===== src/rtl/baser_257b_transcoder.sv =====
// baser_257b_transcoder: groups four 64b/66b blocks into one 256b/257b transmit block.
// Define BASER_257B_TX_COUNTERS_EN to implement the block/data/ctrl/invalid-header counters.
module baser_257b_transcoder #(
    parameter int DATA_WIDTH = 64,
    parameter int HDR_WIDTH = 2,
    parameter int FRAME_WIDTH = DATA_WIDTH + HDR_WIDTH,
    parameter int TC_DATA_WIDTH = 4 * DATA_WIDTH,
    parameter int TC_HDR_WIDTH = 1,
    parameter int TC_WIDTH = TC_DATA_WIDTH + TC_HDR_WIDTH,
    parameter logic [6:0] CTRL_CHAR_PATTERN = 7'h1E
) (
    input  logic                   clk,
    input  logic                   i_rst,
    input  logic                   i_valid,
    input  logic [FRAME_WIDTH-1:0] i_tx_coded,
    output logic [TC_WIDTH-1:0]    o_tx_xcoded,
    output logic                   o_valid,
    output logic [31:0]            o_block_count,
    output logic [31:0]            o_data_count,
    output logic [31:0]            o_ctrl_count,
    output logic [31:0]            o_inv_sh_count
);
    localparam logic [7:0] ERR_TYPE = 8'h1E;
    logic [1:0]                  idx_q, idx_d;
    logic [2:0][DATA_WIDTH-1:0]  pay_q;
    logic [2:0]                  flag_q;
    logic [TC_WIDTH-1:0]         xcoded_q, xcoded_d;
    logic                        valid_q;
    logic [HDR_WIDTH-1:0]        sh;
    logic                        inv, in_flag, fire, all_data, first;
    logic [DATA_WIDTH-1:0]       in_pay;
    logic [3:0][DATA_WIDTH-1:0]  pays;
    logic [3:0]                  f;
    logic [TC_DATA_WIDTH-1:0]    body;
    logic [8:0]                  pos;

    assign sh       = i_tx_coded[FRAME_WIDTH-1 -: HDR_WIDTH];
    assign inv      = (sh == 2'b00) || (sh == 2'b11);
    assign in_flag  = (sh == 2'b01);
    assign in_pay   = inv ? {{8{CTRL_CHAR_PATTERN}}, ERR_TYPE} : i_tx_coded[DATA_WIDTH-1:0];
    assign fire     = i_valid && (idx_q == 2'd3);
    assign idx_d    = i_valid ? idx_q + 2'd1 : idx_q;
    assign pays     = {in_pay, pay_q};
    assign f        = {in_flag, flag_q};
    assign all_data = &f;

    // Control layout: flags, then payloads in block order; the first control block drops its type's high nibble.
    always_comb begin
        body  = TC_DATA_WIDTH'(f);
        pos   = 9'd4;
        first = 1'b1;
        for (int i = 0; i < 4; i++) begin
            if (!f[i] && first) begin
                body  = body | (TC_DATA_WIDTH'({pays[i][DATA_WIDTH-1:8], pays[i][3:0]}) << pos);
                pos   = pos + 9'd60;
                first = 1'b0;
            end else begin
                body = body | (TC_DATA_WIDTH'(pays[i]) << pos);
                pos  = pos + 9'd64;
            end
        end
        xcoded_d = all_data ? {pays, TC_HDR_WIDTH'(1)} : {body, TC_HDR_WIDTH'(0)};
    end

    always_ff @(posedge clk or posedge i_rst) begin
        if (i_rst) begin
            idx_q    <= '0;
            pay_q    <= '0;
            flag_q   <= '0;
            xcoded_q <= '0;
            valid_q  <= 1'b0;
        end else begin
            idx_q   <= idx_d;
            valid_q <= fire;
            for (int i = 0; i < 3; i++) begin
                if (i_valid && idx_q == 2'(i)) begin
                    pay_q[i]  <= in_pay;
                    flag_q[i] <= in_flag;
                end
            end
            if (fire) xcoded_q <= xcoded_d;
        end
    end

    assign o_tx_xcoded = xcoded_q;
    assign o_valid     = valid_q;

`ifdef BASER_257B_TX_COUNTERS_EN
    logic [31:0] blk_q, data_q, ctrl_q, inv_q;
    always_ff @(posedge clk or posedge i_rst) begin
        if (i_rst) begin
            blk_q  <= '0;
            data_q <= '0;
            ctrl_q <= '0;
            inv_q  <= '0;
        end else begin
            if (fire) blk_q <= blk_q + 32'd1;
            if (fire && all_data) data_q <= data_q + 32'd1;
            if (fire && !all_data) ctrl_q <= ctrl_q + 32'd1;
            if (i_valid && inv) inv_q <= inv_q + 32'd1;
        end
    end
    assign o_block_count  = blk_q;
    assign o_data_count   = data_q;
    assign o_ctrl_count   = ctrl_q;
    assign o_inv_sh_count = inv_q;
`else
    assign o_block_count  = '0;
    assign o_data_count   = '0;
    assign o_ctrl_count   = '0;
    assign o_inv_sh_count = '0;
`endif
endmodule


===== config.mk =====
export PLATFORM = sky130hd
export DESIGN_NAME = baser_257b_transcoder
export DESIGN_NICKNAME = d
export VERILOG_FILES = /design/src/rtl/baser_257b_transcoder.sv
export SDC_FILE = /design/constraint.sdc
export NUM_CORES = 1
export LEC_CHECK = 0
export ABC_AREA = 1
export CAP_MARGIN = 5
export CELL_PAD_IN_SITES_DETAIL_PLACEMENT = 1
export CELL_PAD_IN_SITES_GLOBAL_PLACEMENT = 2
export CORE_UTILIZATION = 27
export DETAILED_ROUTE_END_ITERATION = 8
export GPL_TIMING_DRIVEN = 1
export HOLD_SLACK_MARGIN = 0.1
export PLACE_DENSITY = 0.78
export SKIP_LAST_GASP = 1
export SLEW_MARGIN = 20
export SYNTH_ARGS = -nofsm -noshare
export SYNTH_HDL_FRONTEND = slang
export SYNTH_SLANG_ARGS = --single-unit

===== constraint.sdc =====
create_clock -name clk -period 17.3 [get_ports clk]
set_clock_uncertainty 0.15 [all_clocks]
set_input_delay 3.46 -clock clk [delete_from_list [all_inputs] [get_ports clk]]
set_output_delay 3.46 -clock clk [all_outputs]
set_load 0.005 [all_outputs]

# After elaboration in Yosys (flattened, before gate mapping)
# Cells that the tools add are included.
dict set report totals {
  regBits 455
  latchBits 0
  n_memories 0
  mem_bits_ro 0
  input_bits 69
  mem_bits_rw 0
  out_inout_bits 386
  elab_cells 59
}
dict set report classes {
  multipliers 0
  n_lt_le_gt_ge 0
  n_div 0
  n_eq_ne 5
  muxes 12
  n_bitwise 8
  n_shift 6
  n_reduce_logical 14
  add_sub_neg 5
}
# cell count
set op_table {}
lappend op_table {{$or 256x256->256} 6}
lappend op_table {{$mux 256} 4}
lappend op_table {{$shl 60x9->256} 2}
lappend op_table {{$shl 64x9->256} 2}
lappend op_table {{$mux 257} 1}
lappend op_table {{$shl 60x7->256} 1}
lappend op_table {{$shl 64x7->256} 1}
lappend op_table {{$or 4x68->68} 1}
lappend op_table {{$mux 64} 1}
lappend op_table {{$or 4x64->64} 1}
lappend op_table {{$add 9x6->9 const B} 1}
lappend op_table {{$add 9x7->9 const B} 1}
lappend op_table {{$mux 9} 1}
lappend op_table {{$add 7x6->8 const B} 1}
lappend op_table {{$add 7x7->8 const B} 1}
lappend op_table {{$mux 8} 1}
lappend op_table {{$logic_and 1x1->1} 7}
lappend op_table {{$eq 2x2->1 const B} 3}
lappend op_table {{$eq 2x1->1 const B} 2}
lappend op_table {{$logic_not 2->1} 2}
lappend op_table {{$reduce_and 4->1} 1}
lappend op_table {{$logic_not 1->1} 3}
lappend op_table {{$mux 1} 3}
lappend op_table {{$mux 3} 1}
lappend op_table {{2 further kinds} 2}

# Longest topological paths before layout
dict set report logic_depth {
  word_depth 10
  ltp_mapped 10
  ltp_nobuf 9
}

# Worst setup path before layout
# OpenSTA, ideal clock, no wires.
dict set report synth_timing {
  path_type {input to register}
  start {in i_tx_coded[65]}
  end {reg pay_q[151] in the netlist's numbering}
  required_time_ns 17.020
  slack_ns 12.537
  stages 7
  arrival_time_ns 4.483
  setup_time_ns 0.130
  path_cell_list {inv_1 ha_1 clkbuf_1 buf_2 or2_2 nand2_1 o21ai_0}
}
dict set report synth_via {
  elab_chain_len 3
  word_cells_on_any_way 4
  cone_classes {eq/ne (1); mux (1); reduce/logical (2)}
}
# item line
set synth_lines {}
lappend synth_lines {{start: declaration} 15} ;# input logic [FRAME_WIDTH-1:0] i_tx_coded,
lappend synth_lines {{$eq 2x2->1 or $logic_not 2->1 (tied branches)} 38} ;# assign inv = (sh == 2'b00) || (sh == 2'b11);
lappend synth_lines {{$logic_or 1x1->1 (*)} 38}
lappend synth_lines {{$mux 64 (*)} 40} ;# assign in_pay = inv ? {{8{CTRL_CHAR_PATTERN}}, ERR_TYPE} : i_tx_coded[DATA_WIDTH-1:0];
lappend synth_lines {{end signal: indexed assignment} 77} ;# pay_q[i] <= in_pay;
lappend synth_lines {{end: declaration} 25} ;# logic [2:0][DATA_WIDTH-1:0] pay_q;
# Every way passes the cells marked *; elsewhere a longest branch is shown, timed or not.
# A chain may end at the register's enable or synchronous reset.

# Final worst setup path
dict set report layout_timing {
  start {in i_valid}
  end {reg xcoded_q[36] (netlist: o_tx_xcoded[36])}
}
dict set report layout_via {
  elab_chain_len 1
}
# item line
set layout_lines {}
lappend layout_lines {{start: declaration} 14} ;# input logic i_valid,
lappend layout_lines {{$logic_and 1x1->1} 41} ;# assign fire = i_valid && (idx_q == 2'd3);
lappend layout_lines {{end signal: assignment} 81} ;# if (fire) xcoded_q <= xcoded_d;
lappend layout_lines {{end: declaration} 27} ;# logic [TC_WIDTH-1:0] xcoded_q, xcoded_d;
# Every way passes these cells.

==> results.json <==
{
  "status": "completed",
  "final_cells": 3932,
  "ff2ff_setup_slack_ps": 13820,
  "path_delay_family": "buffers and inverters",
  "hp-class": "reg -> reg",
  "syn2layout_area_growth_pct": 25.0,
  "cts_max_path_buffers": 3,
  "slowest_stage": "buf_4",
  "ys_top_cells_by_area": "dfrtp_1 54%, nand2_1 18%, nand3_1 5.6%",
  "drc": 0,
  "report.final.slew_viol_count": 0,
  "rows": 101,
  "core_um2": 76500,
  "clk_root_buffer_cell": "clkbuf_16",
  "numCtsBuffers": 54,
  "die_w_um": 281,
  "io_buffers": 326,
  "seq_area_frac_synth_pct": 54.2,
  "wl_per_cell_um": 19.0,
  "ys_ff_latch": 455,
  "drive_above_1_share_pct": 5.13,
  "gp_congestion": 0.788,
  "overflow": 0,
  "final_common_cell": "nand2_1",
  "start_util_pct": 27.5,
  "cts_num_sinks": 455,
  "synth_top_area_cell": "dfrtp_1",
  "post_cts_buffers": 0,
  "diodes": 0,
  "dr.pass1.iters": 5,
  "grt_first_pass_wirelength_mm": 116,
  "layout_setup_ws_ps": 11260,
  "cts.repair.resized": 0,
  "ctsHoldBuffers": 0,
  "dp_cells": 3836,
  "ant_nets": 0,
  "leakage_uw": 0.0131,
  "grt_pass1_vias": 19100,
  "hold_viol_final": 0,
  "endpoint_kind": "flop",
  "fin_nets": 2936,
  "antenna_found_initial": 0,
  "critPathLaunchType": "input port",
  "dpl_cell_area_um2": 24500,
  "worstSetupPathType": "in -> reg",
  "drt_iter0_markers": 1097,
  "grt_max_degree": 150,
  "syn_avg_cell_area_um2": 8.01,
  "critical_path.max_stage_delay_ps": 860,
  "synth.top_cell.area_share_pct": 54.2,
  "grt_setup_unrepaired": "false",
  "io_pins": 455,
  "clk_pin_slew_ps": 60,
  "hpwl_mm": 48.5,
  "die_area_um2": 79000,
  "min_period_ps": 6040,
  "cp.required_ps": 17680,
  "postRouteWirelength_mm": 74.9,
  "die_h_um": 281,
  "setup_tns_ps": 0,
  "finalSetupViolCount": 0,
  "cts_tree": "built",
  "syn_inst": 2623,
  "cp_cell_sequence": "clkdlybuf4s50_1 > nand2_8 > inv_8 > buf_4 > nand3_1 > nand2_1",
  "ys_types": 25,
  "ys_warn_count": 0,
  "design_area_um2": 26300,
  "clock.fmax_ghz": 0.166,
  "htree_num_levels": 2,
  "max_slew.worst_pin.slew_ps": 1070,
  "ir_drop_v": 0.0000829,
  "crit_buf_inv": 3,
  "viasPerCell": 4.56,
  "drv_cap": 0,
  "num_vias": 17900,
  "final_cell_mix": "982 x nand2_1, 454 x dfrtp_1, 326 x clkdlybuf4s50_1, 236 x nand3_1, 221 x inv_1",
  "fin_crit_sh_pct": 34.9,
  "place_ws_ps": 10660,
  "powerDensity_nw_per_um2": 185,
  "synth_area_um2": 21000,
  "arrival_ps": 6420,
  "path_max_fanout": 98,
  "maxSlewHeadroom_pct": 28.9,
  "grt_usage_pct": 18.8,
  "clkLatencyLatePin_ps": 600
}
## final cells by class
type	instances	area, um^2
inverters	228	877
clock buffers	86	1660
repair buffers	344	3420
well taps	1030	1290
flip-flops and latches	455	11400
clock inverters	10	75.1
fillers	9131	50200
multi-input cells	1779	7560
## routing by layer
metal,vias to the layer above,part of all wire [%],routed length [um],global-route usage [%]
met4,0,2.3,1720,5.49
met2,386,48,36300,31.5
met3,107,3.7,2750,2.41
li1,8331,-,-,-
met5,-,0,0,0
met1,9088,46,34200,25.3
## tightest hold or removal path, delay by kind of cell, from the launching register on
kind	cells	cell delay [ps]
flops	1	340
simple gates	2	100
## power by group
group          internal (uW)  switching, uW
Combinational            815           1030
Clock                    664            466
Sequential              1560            328
Total                   3040           1820
## synth_stat cells
| library cell | instances |
|---|---|
| nand2_1 | 983 |
| inv_2 | 5 |
| o21bai_2 | 1 |
| nand2_4 | 1 |
| nand3_1 | 236 |
| buf_4 | 144 |
| nor2_1 | 97 |
| buf_6 | 1 |
| inv_4 | 1 |
| conb_1 | 1 |
| inv_1 | 222 |
| ha_1 | 5 |
| o211ai_1 | 1 |
| nor2_4 | 1 |
| nand2_2 | 7 |
| clkbuf_1 | 53 |
| dfrtp_1 | 455 |
| nand4_1 | 14 |
| buf_2 | 81 |
| o21ai_1 | 63 |
| xor2_1 | 1 |
| buf_1 | 9 |
| o21ai_0 | 208 |
| or2_2 | 32 |
| nor3_1 | 1 |
## final timing paths
| kind | start | endpoint | cells past startpoint |
|---|---|---|---|
| max in group asynchronous | i_rst | pay_q[26] | 4 |
| max | i_valid | o_tx_xcoded[36] | 6 |
| min reg2reg | o_tx_xcoded[241] | o_tx_xcoded[241] | 2 |
| min in group asynchronous | i_rst | o_tx_xcoded[209] | 2 |
| max reg2reg | flag_q[2] | o_tx_xcoded[187] | 7 |
| min | o_tx_xcoded[241] | o_tx_xcoded[241] | 2 |
## kinds of logic after synthesis
| logic type | Yosys count | synth area share [%] |
|---|---|---|
| AOI/OAI and AO/OA | 273 | 6.54 |
| xor gates and xnor gates | 1 | 0.0417 |
| adders and majority gates | 5 | 0.298 |
| buffers and inverters | 516 | 12.3 |
| DFF | 455 | 54.2 |
| other | 1 | 0.0178 |
| and+or+nand+nor | 1372 | 26.6 |
## through the flow
stage	utilization, %	total power (uW)	hold WS [ps]
after floorplan	-	2760	303
after global placement	32.1	3700	316
after detailed placement	32.1	3760	316
after CTS	34.3	4930	335
after global routing	34.4	5210	351
final	34.4	4860	330
## registers in the layout (all words and copies together), names as in the netlist
| name | flops |
|---|---|
| o_tx_xcoded | 257 |
| flag_q | 3 |
| pay_q | 192 |
| idx_q | 2 |
| o_valid | 1 |
(Power assumes the default switching activity.)
